`config.mk`:
```
export PLATFORM = sky130hd
export DESIGN_NAME = anc_ui_ctrl
export DESIGN_NICKNAME = d
export VERILOG_FILES = /design/src/rtl/anc_ui_pkg.sv /design/src/rtl/anc_cfg_pusher.sv /design/src/rtl/anc_ui_ctrl.sv
export SDC_FILE = /design/constraint.sdc
export NUM_CORES = 1
export LEC_CHECK = 0
export ABC_AREA = 1
export BUFFER_PORTS_ARGS = -buffer_cell sky130_fd_sc_hd__buf_2
export CAP_MARGIN = 20
export CELL_PAD_IN_SITES_DETAIL_PLACEMENT = 0
export CELL_PAD_IN_SITES_GLOBAL_PLACEMENT = 2
export CORE_UTILIZATION = 25
export DETAILED_ROUTE_END_ITERATION = 8
export PLACE_DENSITY_LB_ADDON = 0.08
export SYNTH_ARGS = -nofsm -noshare
export SYNTH_HDL_FRONTEND = slang
export SYNTH_HIERARCHICAL = 1
export SYNTH_SLANG_ARGS = --single-unit
```
`constraint.sdc`:
```
create_clock -name clk -period 4.3 [get_ports clk]
set_input_delay 0.645 -clock clk [delete_from_list [all_inputs] [get_ports clk]]
set_output_delay 0.645 -clock clk [all_outputs]
set_load 0.005 [all_outputs]
```
`src/rtl/anc_ui_pkg.sv`:
```
// Shared constants for the ANC push-button UI: FSM state codes,
// debounced button encodings and step directions.
package anc_ui_pkg;

  // FSM state encoding
  localparam int unsigned ST_W = 3;
  localparam logic [ST_W-1:0] ST_IDLE   = 3'd0;
  localparam logic [ST_W-1:0] ST_HELD   = 3'd1;
  localparam logic [ST_W-1:0] ST_REPEAT = 3'd2;
  localparam logic [ST_W-1:0] ST_BOTH   = 3'd3;
  localparam logic [ST_W-1:0] ST_LOCK   = 3'd4;

  // Button vector encodings: bit0 = UP, bit1 = DOWN
  localparam logic [1:0] BTN_NONE = 2'b00;
  localparam logic [1:0] BTN_UP   = 2'b01;
  localparam logic [1:0] BTN_DN   = 2'b10;
  localparam logic [1:0] BTN_BOTH = 2'b11;

  // Step directions
  localparam logic DIR_UP = 1'b0;
  localparam logic DIR_DN = 1'b1;

  // Direction implied by a single pressed button
  function automatic logic btn_dir(input logic [1:0] b);
    return (b == BTN_DN) ? DIR_DN : DIR_UP;
  endfunction

endpackage

```
`src/rtl/anc_cfg_pusher.sv`:
```
// Configuration write channel: tracks a dirty flag and presents the latest
// gain/enable on a valid/ready channel, coalescing changes made while a
// write is outstanding.
// Ports:
//   clk, rst        - clock, async active-high reset
//   chg             - live gain/enable changes value at this edge
//   gain, en        - live (pre-edge) gain index and enable
//   cfg_ready       - datapath accepts the write
//   cfg_valid       - write valid
//   cfg_gain/cfg_en - write payload, stable while waiting for ready
module anc_cfg_pusher #(
  parameter int unsigned GAIN_W   = 4,
  parameter int unsigned GAIN_RST = 8
) (
  input  logic              clk,
  input  logic              rst,
  input  logic              chg,
  input  logic [GAIN_W-1:0] gain,
  input  logic              en,
  input  logic              cfg_ready,
  output logic              cfg_valid,
  output logic [GAIN_W-1:0] cfg_gain,
  output logic              cfg_en
);

  logic dirty;
  logic load_c;

  // A new write is loaded only from an idle channel
  assign load_c = !cfg_valid && dirty;

  // Payload register and dirty tracking; dirty resets high so the defaults go out
  always_ff @(posedge clk or posedge rst) begin
    if (rst) begin
      cfg_valid <= 1'b0;
      cfg_gain  <= GAIN_W'(GAIN_RST);
      cfg_en    <= 1'b1;
      dirty     <= 1'b1;
    end else begin
      if (cfg_valid && cfg_ready) begin
        cfg_valid <= 1'b0;
      end else if (load_c) begin
        cfg_valid <= 1'b1;
        cfg_gain  <= gain;
        cfg_en    <= en;
      end
      // A change at the load edge re-arms dirty; the load took the old value
      if (chg) begin
        dirty <= 1'b1;
      end else if (load_c) begin
        dirty <= 1'b0;
      end
    end
  end

endmodule

```
`src/rtl/anc_ui_ctrl.sv`:
```
// ANC push-button UI controller: steps a saturating gain index on UP/DOWN
// (press plus auto-repeat), toggles ANC enable on a long both-button hold,
// and pushes every configuration change over a valid/ready write channel.
// Ports:
//   clk, rst        - clock, async active-high reset
//   btn             - debounced buttons, bit0 = UP, bit1 = DOWN
//   cfg_valid/ready - configuration write handshake
//   cfg_gain/cfg_en - configuration write payload
//   gain_idx/anc_en - live gain index and enable
module anc_ui_ctrl
  import anc_ui_pkg::*;
#(
  parameter int unsigned GAIN_W        = 4,
  parameter int unsigned GAIN_MAX      = 15,
  parameter int unsigned GAIN_RST      = 8,
  parameter int unsigned HOLD_CYCLES   = 25000000,
  parameter int unsigned REPEAT_CYCLES = 5000000,
  parameter int unsigned TOGGLE_CYCLES = 50000000,
  parameter int unsigned CNT_W         = 32
) (
  input  logic              clk,
  input  logic              rst,
  input  logic [1:0]        btn,
  output logic              cfg_valid,
  input  logic              cfg_ready,
  output logic [GAIN_W-1:0] cfg_gain,
  output logic              cfg_en,
  output logic [GAIN_W-1:0] gain_idx,
  output logic              anc_en
);

  localparam logic [CNT_W-1:0]  HOLD_LAST   = CNT_W'(HOLD_CYCLES - 1);
  localparam logic [CNT_W-1:0]  REPEAT_LAST = CNT_W'(REPEAT_CYCLES - 1);
  localparam logic [CNT_W-1:0]  TOGGLE_LAST = CNT_W'(TOGGLE_CYCLES - 1);
  localparam logic [GAIN_W-1:0] GAIN_TOP    = GAIN_W'(GAIN_MAX);

  logic [ST_W-1:0]   state, state_nxt;
  logic [CNT_W-1:0]  cnt, cnt_nxt;
  logic              dir, dir_nxt;
  logic [GAIN_W-1:0] gain_nxt;
  logic              en_nxt;
  logic              step_c;
  logic              chg_c;
  logic [CNT_W-1:0]  thr_c;

  // State, counter, held direction and live configuration registers
  always_ff @(posedge clk or posedge rst) begin
    if (rst) begin
      state    <= ST_IDLE;
      cnt      <= '0;
      dir      <= DIR_UP;
      gain_idx <= GAIN_W'(GAIN_RST);
      anc_en   <= 1'b1;
    end else begin
      state    <= state_nxt;
      cnt      <= cnt_nxt;
      dir      <= dir_nxt;
      gain_idx <= gain_nxt;
      anc_en   <= en_nxt;
    end
  end

  // Next-state, counter and saturating gain/enable update
  always_comb begin
    state_nxt = state;
    cnt_nxt   = cnt;
    dir_nxt   = dir;
    gain_nxt  = gain_idx;
    en_nxt    = anc_en;
    step_c    = 1'b0;
    thr_c     = (state == ST_HELD) ? HOLD_LAST : REPEAT_LAST;

    case (state)
      ST_IDLE: begin
        case (btn)
          BTN_UP, BTN_DN: begin
            step_c    = 1'b1;
            dir_nxt   = btn_dir(btn);
            state_nxt = ST_HELD;
            cnt_nxt   = '0;
          end
          BTN_BOTH: begin
            state_nxt = ST_BOTH;
            cnt_nxt   = '0;
          end
          default: ;
        endcase
      end

      ST_HELD, ST_REPEAT: begin
        if (btn == BTN_NONE) begin
          state_nxt = ST_IDLE;
          cnt_nxt   = '0;
        end else if (btn == BTN_BOTH) begin
          state_nxt = ST_BOTH;
          cnt_nxt   = '0;
        end else if (btn_dir(btn) != dir) begin
          // Rolling from one button to the other locks out until release
          state_nxt = ST_LOCK;
          cnt_nxt   = '0;
        end else if (cnt == thr_c) begin
          step_c    = 1'b1;
          state_nxt = ST_REPEAT;
          cnt_nxt   = '0;
        end else begin
          cnt_nxt = cnt + CNT_W'(1);
        end
      end

      ST_BOTH: begin
        if (btn != BTN_BOTH) begin
          state_nxt = ST_LOCK;
          cnt_nxt   = '0;
        end else if (cnt == TOGGLE_LAST) begin
          en_nxt    = ~anc_en;
          state_nxt = ST_LOCK;
          cnt_nxt   = '0;
        end else begin
          cnt_nxt = cnt + CNT_W'(1);
        end
      end

      ST_LOCK: begin
        if (btn == BTN_NONE) begin
          state_nxt = ST_IDLE;
          cnt_nxt   = '0;
        end
      end

      default: begin
        state_nxt = ST_IDLE;
        cnt_nxt   = '0;
      end
    endcase

    // Saturating step; at a limit the index holds and no change is flagged
    if (step_c) begin
      if (dir_nxt == DIR_UP) begin
        if (gain_idx != GAIN_TOP) gain_nxt = gain_idx + GAIN_W'(1);
      end else begin
        if (gain_idx != '0) gain_nxt = gain_idx - GAIN_W'(1);
      end
    end
  end

  assign chg_c = (gain_nxt != gain_idx) || (en_nxt != anc_en);

  anc_cfg_pusher #(
    .GAIN_W   (GAIN_W),
    .GAIN_RST (GAIN_RST)
  ) u_pusher (
    .clk       (clk),
    .rst       (rst),
    .chg       (chg_c),
    .gain      (gain_idx),
    .en        (anc_en),
    .cfg_ready (cfg_ready),
    .cfg_valid (cfg_valid),
    .cfg_gain  (cfg_gain),
    .cfg_en    (cfg_en)
  );

endmodule

```
==> results of run 1 <==
through the flow:
step | instance area, um2 | instances | hold slack (ns) | util (%) | total power, W
floorplan | 3545 | 538 | 0.4462 | - | 0.001041
global placement | 3804 | 725 | 0.4551 | 27.40 | 0.001248
detailed placement | 3824 | 726 | 0.4565 | 27.55 | 0.001248
CTS | 3995 | 734 | 0.2710 | 28.78 | 0.001738
global route | 3995 | 734 | 0.2896 | 28.78 | 0.001854
finish | 3995 | 734 | 0.2722 | 28.78 | 0.001702
flip-flops by register name (all words and copies together) (netlist names):
name / flops
cnt: 32
gain_idx: 4
u_pusher/cfg_gain: 4
state: 3
anc_en: 1
dir: 1
u_pusher/cfg_en: 1
u_pusher/cfg_valid: 1
u_pusher/dirty: 1
per-layer routing:
| metal | share of wire [%] | vias to the layer above | wire length [um] |
|---|---|---|---|
| met5 | 0 | - | 0 |
| met4 | 2.6 | 0 | 297 |
| met3 | 2.7 | 19 | 305 |
| met2 | 46 | 45 | 5176 |
| met1 | 49 | 1614 | 5593 |
| li1 | - | 1743 | - |
worst max-delay path, delay by kind of cell (launching register included):
kind / cells / cell delay [ns]
AND/OR/NAND/NOR: 9 / 1.50
flip-flops: 1 / 0.41
adder cells (fa/ha/maj): 1 / 0.23
kinds of logic (layout without fill, tap and decap cells):
group | after synthesis | after routing
buffers and inverters | 75 | 91
flip-flops | 48 | 48
adder cells (fa/ha/maj) | 8 | 8
AND/OR/NAND/NOR | 352 | 352
XOR/XNOR | 16 | 16
AO/OA/AOI/OAI | 39 | 39
worst paths after layout:
| check | endpoint | slack (ns) | cells past startpoint |
|---|---|---|---|
| min in group clk | u_pusher/cfg_en$_DFFE_PP1P_ | 0.47 | 2 |
| setup reg to reg | cnt[24]$_DFFE_PP0P_ | 2.05 | 10 |
| hold reg to reg | u_pusher/cfg_en$_DFFE_PP1P_ | 0.47 | 2 |
| setup / recovery | cnt[24]$_DFFE_PP0P_ | 2.05 | 10 |
| hold / removal | u_pusher/cfg_gain[0]$_DFFE_PP0P_ | 0.27 | 2 |
| max in group asynchronous | anc_en$_DFF_PP1_ | 3.49 | 3 |
final cells by class:
type	instances	share of cell area (%)
Clock buffer	5	3.132
Clock inverter	3	1.159
Inverter	66	6.201
Multi-Input combinational cell	415	51.08
Sequential cell	48	30.22
Tap cell	180	5.637
Timing Repair Buffer	17	2.568
power by group through the flow:
stage / combinational, W / clock, W / sequential, W
final: 0.000604 / 0.000481 / 0.000617
after global routing: 0.000707 / 0.000518 / 0.000629
after CTS: 0.000621 / 0.000498 / 0.000619
after detailed placement: 0.000620 / 0 / 0.000628
after global placement: 0.000623 / 0 / 0.000625
after floorplan: 0.000437 / 0 / 0.000603
cell usage after synthesis:
library cell               instances
sky130_fd_sc_hd__nor3_1           14
sky130_fd_sc_hd__inv_2             3
sky130_fd_sc_hd__nand3_2           6
sky130_fd_sc_hd__o21bai_1          1
sky130_fd_sc_hd__nand2_1         179
sky130_fd_sc_hd__xor2_1           15
sky130_fd_sc_hd__nor2_1           61
sky130_fd_sc_hd__dfstp_2           5
sky130_fd_sc_hd__xnor2_1           1
sky130_fd_sc_hd__and3_1            1
sky130_fd_sc_hd__o311ai_0          1
sky130_fd_sc_hd__nand4_1          17
sky130_fd_sc_hd__nand2_4           2
sky130_fd_sc_hd__nand3_1          53
sky130_fd_sc_hd__nand2_2           4
sky130_fd_sc_hd__a31o_2            1
sky130_fd_sc_hd__nor2_2            3
sky130_fd_sc_hd__ha_1              8
sky130_fd_sc_hd__o21ai_0          22
sky130_fd_sc_hd__o21ai_1           7
sky130_fd_sc_hd__buf_2             3
sky130_fd_sc_hd__dfrtp_1          43
sky130_fd_sc_hd__a21o_1            1
sky130_fd_sc_hd__nand3b_1          3
sky130_fd_sc_hd__o211ai_1          2
sky130_fd_sc_hd__clkbuf_1          4
sky130_fd_sc_hd__buf_6             2
sky130_fd_sc_hd__o21ai_2           1
sky130_fd_sc_hd__nor3_2            1
sky130_fd_sc_hd__or2_2             4
sky130_fd_sc_hd__inv_1            63
sky130_fd_sc_hd__a21boi_0          1
sky130_fd_sc_hd__a21oi_1           2
sky130_fd_sc_hd__nor2_4            4
==> run summary, run 1 <==
TritonCTS built the clock tree. The post-cts gate resize count came out at 0. After global routing the overflow that remains totals 0.

The layout has about 1600 filler cells. The hold violation count in the final report is 0. The area share of the largest cell type after synthesis is 30.36%. The final layout contains routed wiring with a total length of roughly 11000 um. The post-placement worst setup slack is around 1.9 ns. The worst setup skew after layout came out at approximately 0.009 ns.

After detailed routing, the number of remaining DRC violations is 0. The H-tree depth came out at 2. The data arrival time at the worst-slack endpoint came out at 2.44 ns. The antenna diode instance count came out at 0. In this run switching power makes up 41.17% of total power.

In the layout the commonest cells are sky130_fd_sc_hd__nand2_1 (179), sky130_fd_sc_hd__inv_1 (62), sky130_fd_sc_hd__nor2_1 (61). The floorplan step set the die height to 121.1 um. The synthesized design contains 48 register bits. Traced cell by cell, the critical path runs through ha_1, nand2_2, nor2_4, nand3_1, nor2_1, nand3_1, nor2_1, nand3b_1, nand3_1, nand2_1.

The worst-case setup margin in the final layout came out at 2.054 ns. Setup repair after global routing left no endpoint under its margin. The effective utilization at floorplan is 25.54%. The final count of pins violating max slew is 0. The number of buffers inserted for hold repair after clock tree synthesis is 0. The first detailed-routing pass ran for 4 iterations. The multiplexer share of the synthesized area came out at 0%.

The worst slew margin relative to its limit came out at a little under two thirds. The clock share of power came out at ~28%. The library cell used most frequently in the layout, excluding fill and tap cells, is sky130_fd_sc_hd__nand2_1. The largest net degree at the start of global routing is 33. In this run the most used layer during global routing was met2. The post-DP HPWL came out at a little under 9000 um. The nature of the critical path endpoint is a flop. The core region is between 10000 and 15000 um2.

The per-cell routed wire length is 15.49 um. Port buffering added 15 buffers. Once the clock tree was built, the setup fixing pass inserted 0 buffers. The net count of the finished layout is 566. The worst register-to-register path begins at cnt[0]$_DFFE_PP0P_.

The initialized floorplan defines 43 standard-cell rows. The number of clock buffers added by TritonCTS is 5. Of the total synthesized cell area, the portion taken by XOR and XNOR cells is 3.953%. The proportion of power drawn by flip-flops and latches came out at 36.2%. The highest fanout seen on the critical path came out at 5. The combined flip-flop and latch cell area came out at between 1000 and 1500 um2. Counting every instance in the synthesized netlist gives 538. The initial antenna violation count was 0. The count of boundary I/O pins is 16. The met1 track demand over resource in global routing is 22.79%. The analysis attributes to cell leakage a power of 1.883 nW. The horizontal extent of the die is between 100 and 150 um. The maximum root-to-sink buffer count is 2.

The number of synthesis warnings came out at 6. Max-cap violations in this run came to 0. The clock input transition at the sequential cells of the worst setup and hold paths is 0.07 ns.

The time the final worst path needs with I/O delays and setup came out at 2.246 ns. The number of clock sinks came out at 48. The die area came out at 14660 um2. For the pin with the worst max-slew slack, the measured transition is around 0.55 ns. The synthesized netlist devotes slightly above 6% of its cell area to compound gates. Per report_power, the combinational group accounts for 35.5% of the total. The internal power summed over all cells came out at 0.001001 W.

The count of endpoints failing setup in the final report came out at 0. The final RePlAce weighted congestion came out at just under 0.8. The category of the worst setup path launch point is a flop.

Summed over all instances, the cell type with the most area after synthesis is sky130_fd_sc_hd__dfrtp_1. Sorting the synthesized cells by area gives the leading types as sky130_fd_sc_hd__dfrtp_1 (30%), sky130_fd_sc_hd__nand2_1 (19%), sky130_fd_sc_hd__nand3_1 (7.5%), sky130_fd_sc_hd__inv_1 (6.7%), sky130_fd_sc_hd__nor2_1 (6.5%). The most critical setup path has its startpoint at cnt[0]$_DFFE_PP0P_. The layout overhead on the synthesized area is 12.71%. The classification of the worst setup path is flop to flop. The setup total negative slack is 0 ns. The mean instance size in the synthesized netlist came out at 6.589 um2. The source-to-sink clock delay at the later pin of the worst-skew pair came out at about 0.30 ns. By area, the combinational part of the netlist is dominated by simple AND/OR/NAND/NOR gates. The cell area power density is 425.9 nW/um2. The flow ran to the end, and the final reports show no timing, DRC or antenna violations.

The number of vias in the routed layout is 3421. In this run the clock root is driven by a sky130_fd_sc_hd__clkbuf_16. After detailed routing, the number of vias per cell comes to 4.661. The ratio of cells with drive above 1 in the final layout came out at 11.01%.

The wire length of the first global-routing pass came out at 18640 um. The met3 track demand over resource is 2.914%. The number of global-route vias before repair came out at 3455.

After Yosys synthesis, full adders, half adders and majority gates account for between 2 and 3% of the synthesized area. The met2 usage is between 20% and 30%. The critical path's largest stage delay came out at around 0.41 ns.

The fraction of the cycle the final worst path needs came out at 52.24%. The part of the Yosys area used for sequential elements came out at 34.06%. The combined area of all synthesized cells is ~3500 um2. By instance count, the cell type seen most on the critical path is sky130_fd_sc_hd__nand3_1. The violation count after the first detailed-routing iteration came out at 133. The worst vdd rail ir drop came out at 0.1651 mV. The multi-input combinational cells in the finished layout cover a total of 2041 um2.

For this design, the slowest cell found on the critical path is sky130_fd_sc_hd__dfrtp_1. The data required time of the critical path is about 4.5 ns. Across every metal layer, demand over resource in global routing totals 16.90%. The net count after synthesis came out at 551. The post-synthesis simple-gate area fraction is 44.51%. The remaining antenna violation count after routing came out at 0.

Yosys mapped the design onto 34 distinct sky130hd cell types. The net switching power came out at 0.0007006 W. The worst hold path class is primary input to async pin. The achievable frequency is between 0.4 and 0.5 GHz.
Note: power is estimated with default switching activity, not from simulation.
==> inputs of run 2 (changes only) <==
- clock period: 4.3 -> 2.07 ns (I/O delays scaled with it)
==> run summary, run 2 (synthesis gave the netlist of run 1 again) <==
The number of cells on the worst reg-to-reg path is 11 (was 10). The maximum root-to-sink buffer count came out at 2 (unchanged). The worst hold path class is primary input to flop (was primary input to async pin). The initial antenna violation count was 0 (unchanged). The hold violation count in the final report came out at 0 (unchanged). The worst vdd rail ir drop came out at 0.3523 mV (was 0.1651 mV). The flip-flop count of the largest register after layout came out at 32 (unchanged).

The slew at the pin closest to its max-slew limit came out at 0.6011 ns (was 0.5468 ns). The number of iterations in the first detailed-routing pass came to 4 (unchanged). The horizontal extent of the die is 121.1 um (unchanged). The clock share of power came to 26.1% (was 28.2%). The data arrival time at the worst-slack endpoint came out at 2.14 ns (was 2.44 ns). The die height came to 121.1 um (unchanged). The combined flip-flop and latch cell area is 1207 um2 (unchanged). The number of buffers created by CTS is 5 (unchanged). The proportion of power drawn by flip-flops and latches came to 33.9% (was 36.2%). The standby leakage power came out at 2.123 nW (was 1.883 nW).

The die area came out at 14660 um2 (unchanged). The launch instance of the worst register-to-register path was cnt[1]$_DFFE_PP0P_ (was cnt[0]$_DFFE_PP0P_). The data required time of the critical path is 2.25 ns (was 4.49 ns).

The reg-to-reg critical path endpoint is cnt[10]$_DFFE_PP0P_ (was cnt[24]$_DFFE_PP0P_). The overall overflow remaining after global route is 0 (unchanged). Counting instances, the worst hold path has a depth of 2. The worst reg-to-reg setup slack is 0.11 ns (was 2.05 ns). The achievable frequency came out at 0.5090 GHz (was 0.4452 GHz). Setup repair after global routing missed its margin: yes (was no). The endpoint with the worst hold slack is u_pusher/cfg_valid$_DFFE_PP0P_. Run status: finished clean (unchanged). The start point of the worst min-delay path is cfg_ready. Biggest registers after layout: cnt x32, gain_idx x4, u_pusher/cfg_gain x4 (unchanged). The layout overhead on the synthesized area is 23.01% (was 12.71%). The clock root buffer is sky130_fd_sc_hd__clkbuf_16 (unchanged).

The total number of placement rows is 43 (unchanged). The number of max-cap violations was 0 (unchanged). The area of all placed cells without fillers is 4360 um2 (was 3995 um2). The effective utilization at floorplan is 25.54% (unchanged). The nature of the critical path endpoint was a flop (unchanged).

The number of port buffers came out at 15 (unchanged). The source-to-sink clock delay at the later pin of the worst-skew pair is 0.31 ns (was 0.30 ns). The net switching power is 0.001492 W (was 0.0007006 W). The remaining antenna violation count after routing is 0 (unchanged). The number of global-route vias before repair is 3565 (was 3455). The worst slew margin relative to its limit was 59.92% (was 63.51%). The CTS tree is yes (unchanged). The area of placed instances is 4086 um2 (was 3824 um2). The per-cell routed wire length is 15.14 um (was 15.49 um). The number of vias in the routed layout came out at 3511 (was 3421). The time the final worst path needs with I/O delays and setup is 1.965 ns (was 2.246 ns). The clock input transition at the sequential cells of the worst setup and hold paths came out at 0.07 ns (about the same). The largest net degree at the start of global routing came to 42 (was 33). Commonest cells after routing, fill and taps aside: sky130_fd_sc_hd__nand2_1 (177), sky130_fd_sc_hd__inv_1 (62), sky130_fd_sc_hd__nor2_1 (59) (was sky130_fd_sc_hd__nand2_1 (179), sky130_fd_sc_hd__inv_1 (62), sky130_fd_sc_hd__nor2_1 (61)). The category of the worst setup path launch point is a flop (unchanged). The total routed wirelength is 11720 um (was 11370 um).

The classification of the worst setup path is flop to flop (unchanged). The final count of pins violating max slew is 0 (unchanged). The number of clock sinks is 48 (unchanged). The ratio of cells with drive above 1 in the final layout came to 18.01% (was 11.01%). Critical Path, Cell by Cell: ha_2, nand2_2, nor2_4, nand2_4, nor2_4, nand3_2, o21ai_4, nand2_4, buf_6, nand2_1, o21ai_0 (was ha_1, nand2_2, nor2_4, nand3_1, nor2_1, nand3_1, nor2_1, nand3b_1, nand3_1, nand2_1). The residual DRC count is 0 (unchanged). The cell area power density is 855.7 nW/um2 (was 425.9 nW/um2). The violation count after the first detailed-routing iteration came out at 120 (was 133). The final RePlAce weighted congestion came out at 0.8258 (was 0.7794). The wire length of the first global-routing pass is 18770 um (was 18640 um). The highest fanout seen on the critical path is 9 (was 5). The portion of total power attributed to combinational logic came out at 40.0% (was 35.5%).

The internal power summed over all cells was 0.002239 W (was 0.001001 W). The post-DP HPWL is 9091 um (was 8794 um). The via density per instance came out at 4.536 (was 4.661). The worst-path cell with the longest stage delay was sky130_fd_sc_hd__dfrtp_1 (unchanged). The switching share of power came to 40.00% (was 41.17%). The most common library cell in the layout ignoring fill and taps was sky130_fd_sc_hd__nand2_1 (unchanged). The H-tree depth came to 2 (unchanged).

The post-placement worst setup slack was 0.06169 ns (was 1.871 ns). The multi-input logic area is 2086 um2 (was 2041 um2). The count of endpoints failing setup in the final report came out at 0 (unchanged).

The count of boundary I/O pins came out at 16 (unchanged). The critical path's largest stage delay is 0.37 ns (was 0.41 ns). The total global-route track usage is 16.97% (was 16.90%). The fraction of the cycle the final worst path needs came out at 94.91% (was 52.24%).

The number of fillers in the final layout came out at 1553 (was 1585). The worst setup skew after layout is 0.01123 ns (was 0.008968 ns). The antenna diode instance count is 0 (unchanged). The net count of the finished layout is 606 (was 566). The top register by number of flip-flops is cnt (unchanged). The placeable core area came out at 13880 um2 (unchanged).

The worst-case setup margin in the final layout is 0.1055 ns (was 2.054 ns).
run 2: worst max path at each step:
stage | from | endpoint | cells after the start | slack, ns
floorplan | cnt[0]$_DFFE_PP0P_ | cnt[16]$_DFFE_PP0P_ | 11 | 0.34
global placement | cnt[1]$_DFFE_PP0P_ | cnt[3]$_DFFE_PP0P_ | 13 | 0.16
detailed placement | cnt[1]$_DFFE_PP0P_ | cnt[10]$_DFFE_PP0P_ | 11 | 0.06
CTS | cnt[1]$_DFFE_PP0P_ | cnt[10]$_DFFE_PP0P_ | 11 | 0.05
global route | cnt[1]$_DFFE_PP0P_ | cnt[10]$_DFFE_PP0P_ | 11 | -0.03
finish | cnt[1]$_DFFE_PP0P_ | cnt[10]$_DFFE_PP0P_ | 11 | 0.11
run 2: critical path: cells and delay by family (launching register included):
kind	cells	cell delay [ns]
AOI/OAI and AO/OA	2	0.26
adders and majority gates	1	0.20
buffers and inverters	1	0.16
and+or+nand+nor	7	0.85
DFF	1	0.37
run 2: cell type report:
class                      count  share of cell area, %
inverter                      66                  5.682
multi-input combinational    415                  47.83
clock inverter                 3                 0.9756
timing repair buffer          57                  9.785
clock buffer                   5                  2.869
sequential                    48                  27.69
tap                          180                  5.165
run 2: stage by stage:
step | util, % | hold WS (ns) | total power, W | instances | setup TNS, ns
6_report | 31.41 | 0.2081 | 0.003731 | 774 | 0
5_1_grt | 31.41 | 0.2204 | 0.004030 | 774 | -0.08021
4_1_cts | 30.72 | 0.2093 | 0.003728 | 770 | 0
3_5_place_dp | 29.44 | 0.2772 | 0.002720 | 761 | 0
3_3_place_gp | 29.44 | 0.2722 | 0.002735 | 761 | 0
2_1_floorplan | - | 0.1117 | 0.002162 | 538 | 0
run 2: power groups by stage:
stage	clock network (W)	registers, W	logic, W
final	0.000972	0.00126	0.00149
after global routing	0.00105	0.00129	0.00170
after CTS	0.00102	0.00127	0.00144
after detailed placement	0	0.00129	0.00143
after global placement	0	0.00128	0.00146
after floorplan	0	0.00125	0.000909
run 2: metal layers:
metal  part of all wire [%]  track usage (%)  vias up
li1                       -                -     1824
met1                     48            22.37     1644
met2                     47            28.11       34
met5                      0                0        -
met3                    2.5            2.303        9
met4                    1.5            6.173        0
run 2: timing repair:
action / in CTS / in global routing
buffers inserted: 0 / 3
endpoints found under the hold margin: 4 / 0
setup endpoints to repair: 0 / 32
hold buffers: 1 / 0
resized for setup: 0 / 12
